File: config.mk
export PLATFORM = sky130hd
export DESIGN_NAME = pump_controller
export DESIGN_NICKNAME = d
export VERILOG_FILES = /design/src/rtl/pump_controller.sv
export SDC_FILE = /design/constraint.sdc
export NUM_CORES = 1
export LEC_CHECK = 0
export BUFFER_PORTS_ARGS = -buffer_cell sky130_fd_sc_hd__clkbuf_2
export CAP_MARGIN = 0
export CORE_MARGIN = 10
export CORE_UTILIZATION = 52
export DETAILED_ROUTE_END_ITERATION = 12
export PLACE_DENSITY_LB_ADDON = 0.05
export SYNTH_ARGS = -nofsm -noshare
export SYNTH_HDL_FRONTEND = slang
export SYNTH_SLANG_ARGS = --single-unit
File: constraint.sdc
create_clock -name clk -period 2.3 [get_ports clk]
set_input_delay 0.345 -clock clk [delete_from_list [all_inputs] [get_ports clk]]
set_output_delay 0.345 -clock clk [all_outputs]
set_load 0.02 [all_outputs]
File: src/rtl/pump_controller.sv
// ---------------------------------------------------------------------------
// pump_controller
//
// Dispensing-transaction sequencer sitting directly upstream of the price
// accumulator. A start request clears the running price, waits for the
// settle time, then closes the pump relay. The fill ends on preset reached,
// tank full, operator stop, or a watchdog timeout (which latches FAULT
// until reset).
//
// State table
//   state   | meaning
//   --------+-------------------------------------------------------------
//   IDLE    | relay open, waiting for a start request
//   CLEAR   | one-cycle clear pulse to the accumulator, preset latched
//   ARM     | settle wait after the clear, relay still open
//   PUMP    | relay closed, watchdog running, stop conditions monitored
//   DONE    | relay open, price and stop reason held for display
//   FAULT   | watchdog expired; relay open, only reset leaves this state
//
// Ports
//   clk           system clock (1 MHz nominal)
//   rst           synchronous, active-high reset
//   btn_start     start button level (asynchronous, debounced)
//   btn_stop      stop button level (asynchronous, debounced)
//   tank_full     nozzle level sensor level (asynchronous), 1 = tank full
//   preset        target price in VND, 0 = no limit
//   price         running price read back from the accumulator
//   relay_manual  pump relay / accumulator enable
//   clear_price   one-cycle clear pulse to the accumulator
//   busy          high in CLEAR, ARM, PUMP
//   done          high in DONE
//   fault         high in FAULT
//   stop_reason   0 none, 1 preset reached, 2 tank full, 3 operator stop
// ---------------------------------------------------------------------------
module pump_controller #(
   parameter int unsigned SETTLE_CYCLES   = 1000,
   parameter int unsigned MAX_PUMP_CYCLES = 60000000
) (
   input  logic        clk,
   input  logic        rst,
   input  logic        btn_start,
   input  logic        btn_stop,
   input  logic        tank_full,
   input  logic [16:0] preset,
   input  logic [16:0] price,
   output logic        relay_manual,
   output logic        clear_price,
   output logic        busy,
   output logic        done,
   output logic        fault,
   output logic [1:0]  stop_reason
);

   localparam int unsigned ARM_W = $clog2(SETTLE_CYCLES + 1);
   localparam int unsigned WD_W  = $clog2(MAX_PUMP_CYCLES + 1);

   localparam logic [ARM_W-1:0] ARM_LAST = ARM_W'(SETTLE_CYCLES - 1);
   localparam logic [WD_W-1:0]  WD_LAST  = WD_W'(MAX_PUMP_CYCLES - 1);

   localparam logic [1:0] RSN_NONE   = 2'd0;
   localparam logic [1:0] RSN_PRESET = 2'd1;
   localparam logic [1:0] RSN_FULL   = 2'd2;
   localparam logic [1:0] RSN_STOP   = 2'd3;

   typedef enum logic [2:0] {
      S_IDLE  = 3'd0,
      S_CLEAR = 3'd1,
      S_ARM   = 3'd2,
      S_PUMP  = 3'd3,
      S_DONE  = 3'd4,
      S_FAULT = 3'd5
   } state_e;

   state_e            state_q, state_d;
   logic [ARM_W-1:0]  arm_cnt_q, arm_cnt_d;
   logic [WD_W-1:0]   wdog_q, wdog_d;
   logic [16:0]       preset_q, preset_d;
   logic [1:0]        reason_q, reason_d;

   // Two-flop synchronizers, a third copy for edge detection, and a
   // registered event pulse so a rising input acts on the 4th edge.
   logic start_s1_q, start_s2_q, start_s3_q, start_evt_q;
   logic stop_s1_q,  stop_s2_q,  stop_s3_q,  stop_evt_q;
   logic full_s1_q,  full_s2_q;

   logic relay_q, relay_d;
   logic clear_q, clear_d;
   logic busy_q,  busy_d;
   logic done_q,  done_d;
   logic fault_q, fault_d;

   // ---------------------------------------------------------------------
   // State register (also holds synchronizers, counters and output flops)
   // ---------------------------------------------------------------------
   always_ff @(posedge clk) begin
      if (rst) begin
         state_q     <= S_IDLE;
         arm_cnt_q   <= '0;
         wdog_q      <= '0;
         preset_q    <= '0;
         reason_q    <= RSN_NONE;
         start_s1_q  <= 1'b0;
         start_s2_q  <= 1'b0;
         start_s3_q  <= 1'b0;
         start_evt_q <= 1'b0;
         stop_s1_q   <= 1'b0;
         stop_s2_q   <= 1'b0;
         stop_s3_q   <= 1'b0;
         stop_evt_q  <= 1'b0;
         full_s1_q   <= 1'b0;
         full_s2_q   <= 1'b0;
         relay_q     <= 1'b0;
         clear_q     <= 1'b0;
         busy_q      <= 1'b0;
         done_q      <= 1'b0;
         fault_q     <= 1'b0;
      end else begin
         state_q     <= state_d;
         arm_cnt_q   <= arm_cnt_d;
         wdog_q      <= wdog_d;
         preset_q    <= preset_d;
         reason_q    <= reason_d;
         start_s1_q  <= btn_start;
         start_s2_q  <= start_s1_q;
         start_s3_q  <= start_s2_q;
         start_evt_q <= start_s2_q & ~start_s3_q;
         stop_s1_q   <= btn_stop;
         stop_s2_q   <= stop_s1_q;
         stop_s3_q   <= stop_s2_q;
         stop_evt_q  <= stop_s2_q & ~stop_s3_q;
         full_s1_q   <= tank_full;
         full_s2_q   <= full_s1_q;
         relay_q     <= relay_d;
         clear_q     <= clear_d;
         busy_q      <= busy_d;
         done_q      <= done_d;
         fault_q     <= fault_d;
      end
   end

   // ---------------------------------------------------------------------
   // Next-state logic
   // ---------------------------------------------------------------------
   always_comb begin
      state_d   = state_q;
      arm_cnt_d = arm_cnt_q;
      wdog_d    = wdog_q;
      preset_d  = preset_q;
      reason_d  = reason_q;

      unique case (state_q)
         S_IDLE: begin
            // A simultaneous stop cancels the start.
            if (start_evt_q && !stop_evt_q) begin
               state_d  = S_CLEAR;
               preset_d = preset;
               reason_d = RSN_NONE;
            end
         end

         S_CLEAR: begin
            state_d   = S_ARM;
            arm_cnt_d = '0;
         end

         S_ARM: begin
            if (stop_evt_q) begin
               state_d  = S_DONE;
               reason_d = RSN_STOP;
            end else if (arm_cnt_q == ARM_LAST) begin
               if (full_s2_q) begin
                  state_d  = S_DONE;
                  reason_d = RSN_FULL;
               end else begin
                  state_d = S_PUMP;
                  wdog_d  = '0;
               end
            end else begin
               arm_cnt_d = arm_cnt_q + ARM_W'(1);
            end
         end

         S_PUMP: begin
            wdog_d = wdog_q + WD_W'(1);
            if (wdog_q == WD_LAST) begin
               // Leave the counter at its limit rather than wrapping.
               state_d = S_FAULT;
               wdog_d  = wdog_q;
            end else if (stop_evt_q) begin
               state_d  = S_DONE;
               reason_d = RSN_STOP;
            end else if (full_s2_q) begin
               state_d  = S_DONE;
               reason_d = RSN_FULL;
            end else if ((preset_q != 17'd0) && (price >= preset_q)) begin
               state_d  = S_DONE;
               reason_d = RSN_PRESET;
            end
         end

         S_DONE: begin
            if (stop_evt_q) begin
               state_d  = S_IDLE;
               reason_d = RSN_NONE;
            end else if (start_evt_q) begin
               state_d  = S_CLEAR;
               preset_d = preset;
               reason_d = RSN_NONE;
            end
         end

         S_FAULT: begin
            state_d = S_FAULT;
         end

         default: begin
            state_d = S_IDLE;
         end
      endcase
   end

   // ---------------------------------------------------------------------
   // Output decode; decoded from the next state and registered so each
   // output changes on the same edge as the state it belongs to.
   // ---------------------------------------------------------------------
   always_comb begin
      relay_d = (state_d == S_PUMP);
      clear_d = (state_d == S_CLEAR);
      busy_d  = (state_d == S_CLEAR) || (state_d == S_ARM) || (state_d == S_PUMP);
      done_d  = (state_d == S_DONE);
      fault_d = (state_d == S_FAULT);
   end

   assign relay_manual = relay_q;
   assign clear_price  = clear_q;
   assign busy         = busy_q;
   assign done         = done_q;
   assign fault        = fault_q;
   assign stop_reason  = reason_q;

endmodule

==> results of run 1 <==
-- layout make-up --
| class | instances | area, um^2 | share of cell area |
|---|---|---|---|
| clock buffer | 12 | 145 | 0.0331 |
| clock inverter | 3 | 65.1 | 0.0148 |
| inverter | 26 | 97.6 | 0.0223 |
| multi-input combinational | 309 | 2080 | 0.474 |
| sequential | 73 | 1470 | 0.336 |
| tap | 80 | 100 | 0.0228 |
| timing repair buffer | 71 | 424 | 0.0967 |
-- stage by stage --
stage / hold WS (ns) / setup WS (ns) / area, um^2
floorplan: 0.367 / 0.163 / 3540
global placement: 0.371 / -0.0445 / 4000
detailed placement: 0.376 / -0.0653 / 4000
CTS: 0.193 / 0.000843 / 4240
global route: 0.210 / -0.0429 / 4390
finish: 0.203 / 0.0802 / 4390
-- state kept, by name (all words and copies together) (netlist names), 2 cells and up --
signal,count
preset_q,17
stop_reason,2
state_q,3
wdog_q,26
arm_cnt_q,10
-- synth_stat cells (all sizes together) (2+ instances only) --
cell type / instances
dfxtp: 73
nand2: 56
nor2: 47
a21oi: 34
inv: 26
ha: 19
xnor2: 14
clkbuf: 13
nor2b: 13
xor2: 13
nand3: 12
nand4: 11
nor3: 11
and3: 8
o21ai: 8
nor4: 6
or3: 6
a211oi: 5
a31oi: 5
nand2b: 5
o21bai: 5
a21o: 3
a311oi: 3
and2: 3
buf: 3
nor3b: 3
o211ai: 3
or2: 3
or4: 3
and4: 2
nor4b: 2
-- critical path: cells and delay by family (launching register included) --
family / cells / cell delay [ns]
adder cells (fa/ha/maj): 1 / 0.20
AND/OR/NAND/NOR: 2 / 0.32
buffers and inverters: 3 / 0.38
AO/OA/AOI/OAI: 5 / 0.87
flip-flops: 1 / 0.34
-- where the power goes --
group	switching [mW]	internal [mW]	leakage, nW
clock	0.456	0.634	0.106
sequential	0.0193	1.29	0.594
combinational	0.213	0.190	0.976
total	0.688	2.12	1.68
-- final timing paths --
| kind | startpoint | depth (start not counted) | end | slack, ns |
|---|---|---|---|---|
| setup / recovery | preset_q[10] | 11 | fault | 0.08 |
| hold / removal | preset[14] | 3 | preset_q[14] | 0.20 |
| setup reg to reg | preset_q[10] | 11 | fault | 0.08 |
| hold reg to reg | stop_s3_q | 1 | stop_evt_q | 0.39 |
-- per-layer routing --
layer / up-vias / share of wire
li1: 1578 / -
met1: 1391 / 0.48
met2: 69 / 0.47
met3: 8 / 0.048
met4: 0 / 0.0096
met5: - / 0
-- kinds of logic (layout without fill, tap and decap cells) --
kind of cell    count (synthesis)  count (layout)  share of synthesized area
simple gates                  192             192                      0.271
compound gates                 70              70                      0.134
mux                             1               1                    0.00318
fa+ha+maj                      19              19                     0.0671
xor+xnor                       27              27                     0.0668
flops                          73              73                      0.413
buf+inv                        42             112                     0.0452
-- repair_timing --
item,CTS,global route
gates resized for setup,6,29
setup buffers,0,1
gates cloned,0,0
setup endpoints to repair,6,27
pin swaps,0,9
hold endpoints to repair,0,0
==> results.sh, run 1 <==
export IMPL_htree_levels=3
export IMPL_dr_pass1_iters=4
export IMPL_synthToLayoutAreaGrowth_pct=23.9
export IMPL_grt_met2_usage=0.245
export IMPL_cts_hold_buffers=0
export IMPL_vdd_drop_max_mv=0.320
export IMPL_diodes=0
export IMPL_io_pin_count=46
export IMPL_use_met1=0.190
export IMPL_synth_top_cell_area_share=0.413
export IMPL_synth_area_top_cells="dfxtp_1 41%, ha_1 6.7%, nand2_1 5.9%, nor2_1 5.0%, a21oi_1 4.8%"
export IMPL_grt_ovfl_total=0
export IMPL_drv_cap=0
export IMPL_vias=3046
export IMPL_die_x_um=103
export IMPL_power_density_mw_per_mm2=639
export IMPL_io_buffers=45
export IMPL_antenna_found_initial=0
export IMPL_finalCriticalPeriod_ns=2.22
export IMPL_cts_buffers=9
export IMPL_layout_common_cells="66 x dfxtp_1, 56 x nand2_1, 46 x nor2_1"
export IMPL_top_usage_layer="met2"
export IMPL_final_setup_tns_ns=0
export IMPL_p_leak_nw=1.68
export IMPL_synth_warnings=0
export IMPL_crit_path_top_delay_cell="dfxtp_2"
export IMPL_fmax_mhz=450
export IMPL_start_util=0.527
export IMPL_slew_viol_final=0
export IMPL_grt_pass1_vias=2949
export IMPL_viasPerCell=5.31
export IMPL_cp_required_ns=2.54
export IMPL_synth_ff_type="dfxtp_1"
export IMPL_cts_root_buf="clkbuf_8"
export IMPL_grtUsageTotal=0.153
export IMPL_finalPower_mw=2.80
export IMPL_syn_inst=424
export IMPL_syn_num_nets=482
export IMPL_crit_chain="buf_4, inv_1, ha_4, a21o_1, nand3_1, a21oi_2, o31a_4, a311oi_4, buf_6, a211oi_1, and2b_2"
export IMPL_worstSkewPairLatency_ns=0.35
export IMPL_grt_max_degree=29
export IMPL_core_mm2=0.00672
export IMPL_max_stage_delay_ns=0.34
export IMPL_end_kind="flip-flop"
export IMPL_rsz0062_at_grt="true"
export IMPL_cts_max_path_buffers=2
export IMPL_grt_pass1_wl_mm=13.1
export IMPL_setup_violations=0
export IMPL_timing_final_crit_share=0.965
export IMPL_wl_mm=7.90
export IMPL_gp_congestion=0.835
export IMPL_synth_seq_area_share=0.413
export IMPL_ys_types=47
export IMPL_post_route_drc_count=0
export IMPL_cts_tree="done"
export IMPL_drive_above_1_share=0.259
export IMPL_arrival_ns=2.46
export IMPL_synth_edf_count=0
export IMPL_worstSetupPathType="reg2reg"
export IMPL_ys_seq_elements=73
export IMPL_syn_avg_cell_area_um2=8.35
export IMPL_drtIter0Drc=115
export IMPL_final_instance_count_excl_fill=574
export IMPL_synth_top_area_cell="dfxtp_1"
export IMPL_cp_max_fo=3
export IMPL_nNetsFinal=548
export IMPL_slew_headroom=0.569
export IMPL_fp_dieH_um=103
export IMPL_clkSinkCount=73
export IMPL_hold_violations=0
export IMPL_dieArea_mm2=0.0105
export IMPL_gr_usage_met3=0.0409
export IMPL_outcome="completed"
export IMPL_synth_cell_area_mm2=0.00354
export IMPL_post_drt_wl_per_cell_um=13.8
export IMPL_place_inst=559
export IMPL_dpl_hpwl_mm=5.66
export IMPL_critPathLaunchType="flip-flop"
export IMPL_path_clk_slew_ns=0.08
export IMPL_final_common_cell="dfxtp_1"
export IMPL_rows=30
export IMPL_holdCritPathClass="in2reg"
export IMPL_final_core_util=0.653
export IMPL_worst_slew_pin_slew_ns=0.645
export IMPL_clock_skew_ns=0.0104
export IMPL_nFillCells=582
export IMPL_ant_nets=0
export IMPL_async_reset_ff_frac=0
Power figures use the tool's default switching activity.
==> run 2, diff against run 1 <==
- CTS_BUF_LIST: default -> sky130_fd_sc_hd__clkbuf_8 sky130_fd_sc_hd__clkbuf_16
==> run 2 against run 1 <==
Worst hold slack worse by 0.0011 ns. Clock power hardly changed. Sequential share of layout area stayed put. Combinational power hardly changed. Count of clock-buffer cells in the layout is 2 lower. Critical endpoint unchanged.
==> results.sh, run 2 (synthesis gave the netlist of run 1 again) <==
export IMPL_core_mm2=0.00672
export IMPL_synthToLayoutAreaGrowth_pct=23.9
export IMPL_start_util=0.527
export IMPL_hold_ws_ns=0.202
export IMPL_slew_viol_final=0
export IMPL_max_stage_delay_ns=0.34
export IMPL_finalCriticalPeriod_ns=2.22
export IMPL_cts_root_buf="clkbuf_8"
export IMPL_grt_ovfl_total=0
export IMPL_place_inst=559
export IMPL_worst_slew_pin_slew_ns=0.645
export IMPL_grt_pass1_vias=2949
export IMPL_io_pin_count=46
export IMPL_cts_hold_buffers=0
export IMPL_power_density_mw_per_mm2=638
export IMPL_nNetsFinal=548
export IMPL_r2r_cells=11
export IMPL_end_kind="flip-flop"
export IMPL_path_clk_slew_ns=0.08
export IMPL_outcome="completed"
export IMPL_arrival_ns=2.47
export IMPL_dpl_hpwl_mm=5.66
export IMPL_io_buffers=45
export IMPL_worstSetupStartpoint="preset_q[10]"
export IMPL_fmax_mhz=450
export IMPL_vdd_drop_max_mv=0.320
export IMPL_r2r_end="fault"
export IMPL_setup_violations=0
export IMPL_wl_mm=7.89
export IMPL_viasPerCell=5.30
export IMPL_crit_path_top_delay_cell="dfxtp_2"
export IMPL_nFillCells=582
export IMPL_post_drt_wl_per_cell_um=13.8
export IMPL_die_x_um=103
export IMPL_ant_nets=0
export IMPL_cts_buffers=9
export IMPL_r2r_start="preset_q[10]"
export IMPL_vias=3043
export IMPL_min_to="preset_q[14]"
export IMPL_p_leak_nw=1.69
export IMPL_drv_cap=0
export IMPL_cts_max_path_buffers=2
export IMPL_critPathBufInv=3
export IMPL_gp_congestion=0.835
export IMPL_grt_pass1_wl_mm=13.1
export IMPL_rsz0062_at_grt="true"
export IMPL_worstSetupPathType="reg2reg"
export IMPL_critPathTopFamily="compound AO/OA/AOI/OAI gates"
export IMPL_grt_max_degree=29
export IMPL_htree_levels=3
export IMPL_holdCritPathClass="in2reg"
export IMPL_drive_above_1_share=0.259
export IMPL_top_register="wdog_q"
export IMPL_timing_final_crit_share=0.966
export IMPL_whs_path_depth=3
export IMPL_cts_tree="done"
export IMPL_crit_chain="buf_4, inv_1, ha_4, a21o_1, nand3_1, a21oi_2, o31a_4, a311oi_4, buf_6, a211oi_1, and2b_2"
export IMPL_dp_slack_ns=-0.0653
export IMPL_dr_pass1_iters=4
export IMPL_antenna_found_initial=0
export IMPL_cp_required_ns=2.54
export IMPL_post_route_drc_count=0
export IMPL_dieArea_mm2=0.0105
export IMPL_clock_skew_ns=0.0111
export IMPL_final_common_cell="dfxtp_1"
export IMPL_hold_violations=0
export IMPL_cp_max_fo=3
export IMPL_finalWorstSetupSlack_ns=0.0792
export IMPL_largest_reg_flops=26
export IMPL_critPathLaunchType="flip-flop"
export IMPL_r2r_slack_ns=0.08
export IMPL_top_regs="wdog_q: 26 flops, preset_q: 17 flops, arm_cnt_q: 10 flops"
export IMPL_slew_headroom=0.569
export IMPL_diodes=0
export IMPL_final_instance_count_excl_fill=574
export IMPL_clkSinkCount=73
export IMPL_grtUsageTotal=0.153
export IMPL_fp_dieH_um=103
export IMPL_worstSkewPairLatency_ns=0.35
export IMPL_layout_common_cells="66 x dfxtp_1, 56 x nand2_1, 46 x nor2_1"
export IMPL_min_from="preset[14]"
export IMPL_rows=30
export IMPL_drtIter0Drc=115
==> run 2: cell count changes in the layout (fill, tap and decap cells not counted) <==
cell | before | now
inv_1 | 26 | 28
clkbuf_1 | 2 | 0
==> run 2: layer usage <==
layer  GRT usage  part of all wire
met5           0                 0
met4      0.0640            0.0096
met3      0.0409             0.047
met2       0.245              0.47
met1       0.190              0.48
==> run 2: where the power goes <==
group | total, mW | switching (mW) | internal (mW) | leakage [nW]
clock | 1.08 | 0.457 | 0.625 | 0.115
sequential | 1.31 | 0.0193 | 1.29 | 0.594
combinational | 0.402 | 0.212 | 0.190 | 0.976
total | 2.80 | 0.689 | 2.11 | 1.69
==> run 2: cell type report <==
cell class | count | area [um^2] | share of cell area
Multi-Input combinational cell | 309 | 2080 | 0.474
Clock inverter | 5 | 72.6 | 0.0165
Tap cell | 80 | 100 | 0.0228
Inverter | 26 | 97.6 | 0.0223
Sequential cell | 73 | 1470 | 0.336
Timing Repair Buffer | 71 | 424 | 0.0967
Clock buffer | 10 | 138 | 0.0314
==> run 2: per-stage QoR <==
step	setup TNS (ns)	area, um^2	util	power, mW
floorplan	0	3540	-	1.56
global route	-0.0677	4390	0.653	2.92
global placement	-0.115	4000	0.596	1.70
detailed placement	-0.205	4000	0.596	1.71
CTS	0	4240	0.630	2.79
finish	0	4390	0.653	2.80
==> run 2: timing repair <==
item,4_1_cts,5_1_grt
resized for setup,6,29
pin swaps,0,9
cloned,0,0
buffers inserted,0,1
endpoints found under the setup margin,6,27
==> run 2: worst max path at each step <==
stage,endpoint,depth (start not counted),slack (ns)
after floorplan,stop_reason[0],9,0.16
after global placement,clear_price,8,-0.04
after detailed placement,stop_reason[0],11,-0.07
after CTS,stop_reason[0],10,0.0008
after global routing,fault,6,-0.04
final,fault,11,0.08
==> run 2: tightest hold or removal path, cell delays in order <==
cell	delay, ns
clkbuf_2	0.08
nand2_1	0.04
a21oi_1	0.05
==> run 3, diff against run 2 <==
- CORE_ASPECT_RATIO: default -> 0.8
==> run 3 against run 2 <==
The run now ends with negative setup slack left. Clock skew down 0.0010 ns. Critical path depth down 3. Critical path type unchanged. Non-clock buffer count up 9. Sequential cell count unchanged. Register-to-register slack worse by 0.09 ns. Sequential share of layout area down 0.11 points.
==> results.sh, run 3 (synthesis gave the netlist of run 1 again) <==
export IMPL_dpl_hpwl_mm=5.85
export IMPL_grtUsageTotal=0.155
export IMPL_start_util=0.544
export IMPL_dr_pass1_iters=5
export IMPL_hold_ws_ns=0.210
export IMPL_dpl_instance_area_mm2=0.00407
export IMPL_outcome="finished with violations"
export IMPL_io_pin_count=46
export IMPL_gp_congestion=0.877
export IMPL_p_leak_nw=1.69
export IMPL_drtIter0Drc=197
export IMPL_max_stage_delay_ns=0.45
export IMPL_final_core_util=0.673
export IMPL_clkSinkCount=73
export IMPL_fp_dieH_um=93.8
export IMPL_worstSetupPathType="reg2reg"
export IMPL_whs_path_depth=2
export IMPL_path_clk_slew_ns=0.08
export IMPL_antenna_found_initial=0
export IMPL_io_buffers=45
export IMPL_cts_buffers=9
export IMPL_cts_tree="done"
export IMPL_hold_violations=0
export IMPL_post_drt_wl_per_cell_um=13.3
export IMPL_cp_max_fo=5
export IMPL_top_regs="wdog_q: 26 flops, preset_q: 17 flops, arm_cnt_q: 10 flops"
export IMPL_critPathLaunchType="flip-flop"
export IMPL_slew_viol_final=0
export IMPL_rsz0062_at_grt="true"
export IMPL_grt_pass1_vias=2963
export IMPL_crit_chain="nor4_2, buf_4, nand4_1, or4_4, o31a_4, a311oi_4, a211oi_1, and2b_2"
export IMPL_grt_ovfl_total=0
export IMPL_worst_slew_pin_slew_ns=0.611
export IMPL_vias=3075
export IMPL_synthToLayoutAreaGrowth_pct=23.6
export IMPL_largest_reg_flops=26
export IMPL_drv_cap=0
export IMPL_holdCritPathClass="in2reg"
export IMPL_grt_pass1_wl_mm=13.8
export IMPL_cts_max_path_buffers=2
export IMPL_drive_above_1_share=0.254
export IMPL_seq_area_mm2=0.00147
export IMPL_arrival_ns=2.55
export IMPL_dp_slack_ns=-0.135
export IMPL_ant_nets=0
export IMPL_power_density_mw_per_mm2=620
export IMPL_top_register="wdog_q"
export IMPL_fmax_mhz=433
export IMPL_layout_common_cells="70 x dfxtp_1, 56 x nand2_1, 47 x nor2_1"
export IMPL_crit_path_top_delay_cell="or4_4"
export IMPL_setup_violations=2
export IMPL_grt_max_degree=25
export IMPL_cp_required_ns=2.54
export IMPL_multi_input_area_mm2=0.00200
export IMPL_timing_final_crit_share=1.00
export IMPL_htree_levels=3
export IMPL_nNetsFinal=557
export IMPL_wl_mm=7.83
export IMPL_cts_hold_buffers=0
export IMPL_post_route_drc_count=0
export IMPL_clock_skew_ns=0.0101
export IMPL_viasPerCell=5.23
export IMPL_vdd_drop_max_mv=0.455
export IMPL_worstSkewPairLatency_ns=0.34
export IMPL_dieArea_mm2=0.0105
export IMPL_final_common_cell="dfxtp_1"
export IMPL_final_area_mm2=0.00438
export IMPL_finalCriticalPeriod_ns=2.31
export IMPL_cts_root_buf="clkbuf_8"
export IMPL_end_kind="flip-flop"
export IMPL_slew_headroom=0.593
export IMPL_core_mm2=0.00651
export IMPL_nFillCells=574
export IMPL_violations="negative setup slack"
export IMPL_diodes=0
export IMPL_r2r_cells=8
export IMPL_rows=26
export IMPL_finalWorstSetupSlack_ns=-0.00867
export IMPL_die_x_um=112
[run 3: path summary, 6_finish.rpt]
kind         slack (ns)           to         start
max              -0.009        fault  preset_q[16]
min                0.21    stop_s1_q      btn_stop
max reg2reg      -0.009        fault  preset_q[16]
min reg2reg        0.38  start_evt_q    start_s3_q
[run 3: worst max-delay path: cells and delay by family, from the launching register on]
family / cells / cell delay (ns)
compound gates: 3 / 0.71
flops: 1 / 0.33
buf+inv: 1 / 0.15
simple gates: 4 / 1.03
[run 3: layout make-up]
type,instances,share of cell area
Multi-Input combinational cell,309,0.458
Sequential cell,73,0.335
Timing Repair Buffer,80,0.115
Clock buffer,10,0.0314
Tap cell,84,0.0240
Inverter,26,0.0223
Clock inverter,6,0.0149
[run 3: metrics by stage]
stage | instances | setup TNS, ns | total power, mW
floorplan | 424 | 0 | 1.56
global placement | 569 | -0.0626 | 1.71
detailed placement | 569 | -0.251 | 1.71
CTS | 585 | -0.00394 | 2.73
global route | 588 | -0.880 | 2.84
finish | 588 | -0.0146 | 2.71
[run 3: power by group]
part / switching [mW] / internal [mW] / total, mW
clock network: 0.479 / 0.532 / 1.01
registers: 0.0174 / 1.29 / 1.31
logic: 0.208 / 0.184 / 0.392
[run 3: what timing repair did]
item | 4_1_cts | 5_1_grt
pin swaps | 3 | 5
gates resized for setup | 7 | 13
gates cloned | 0 | 0
setup endpoints to repair | 8 | 24
endpoints found under the hold margin | 0 | 0
buffers inserted | 0 | 3
[run 3: metal layers]
metal  routed length, um  vias up  track usage
met5                   0        -            0
met4                  58        0       0.0316
met3                 469        5       0.0613
met2                3280       58        0.219
met1                4030     1411        0.217
li1                    -     1601            -
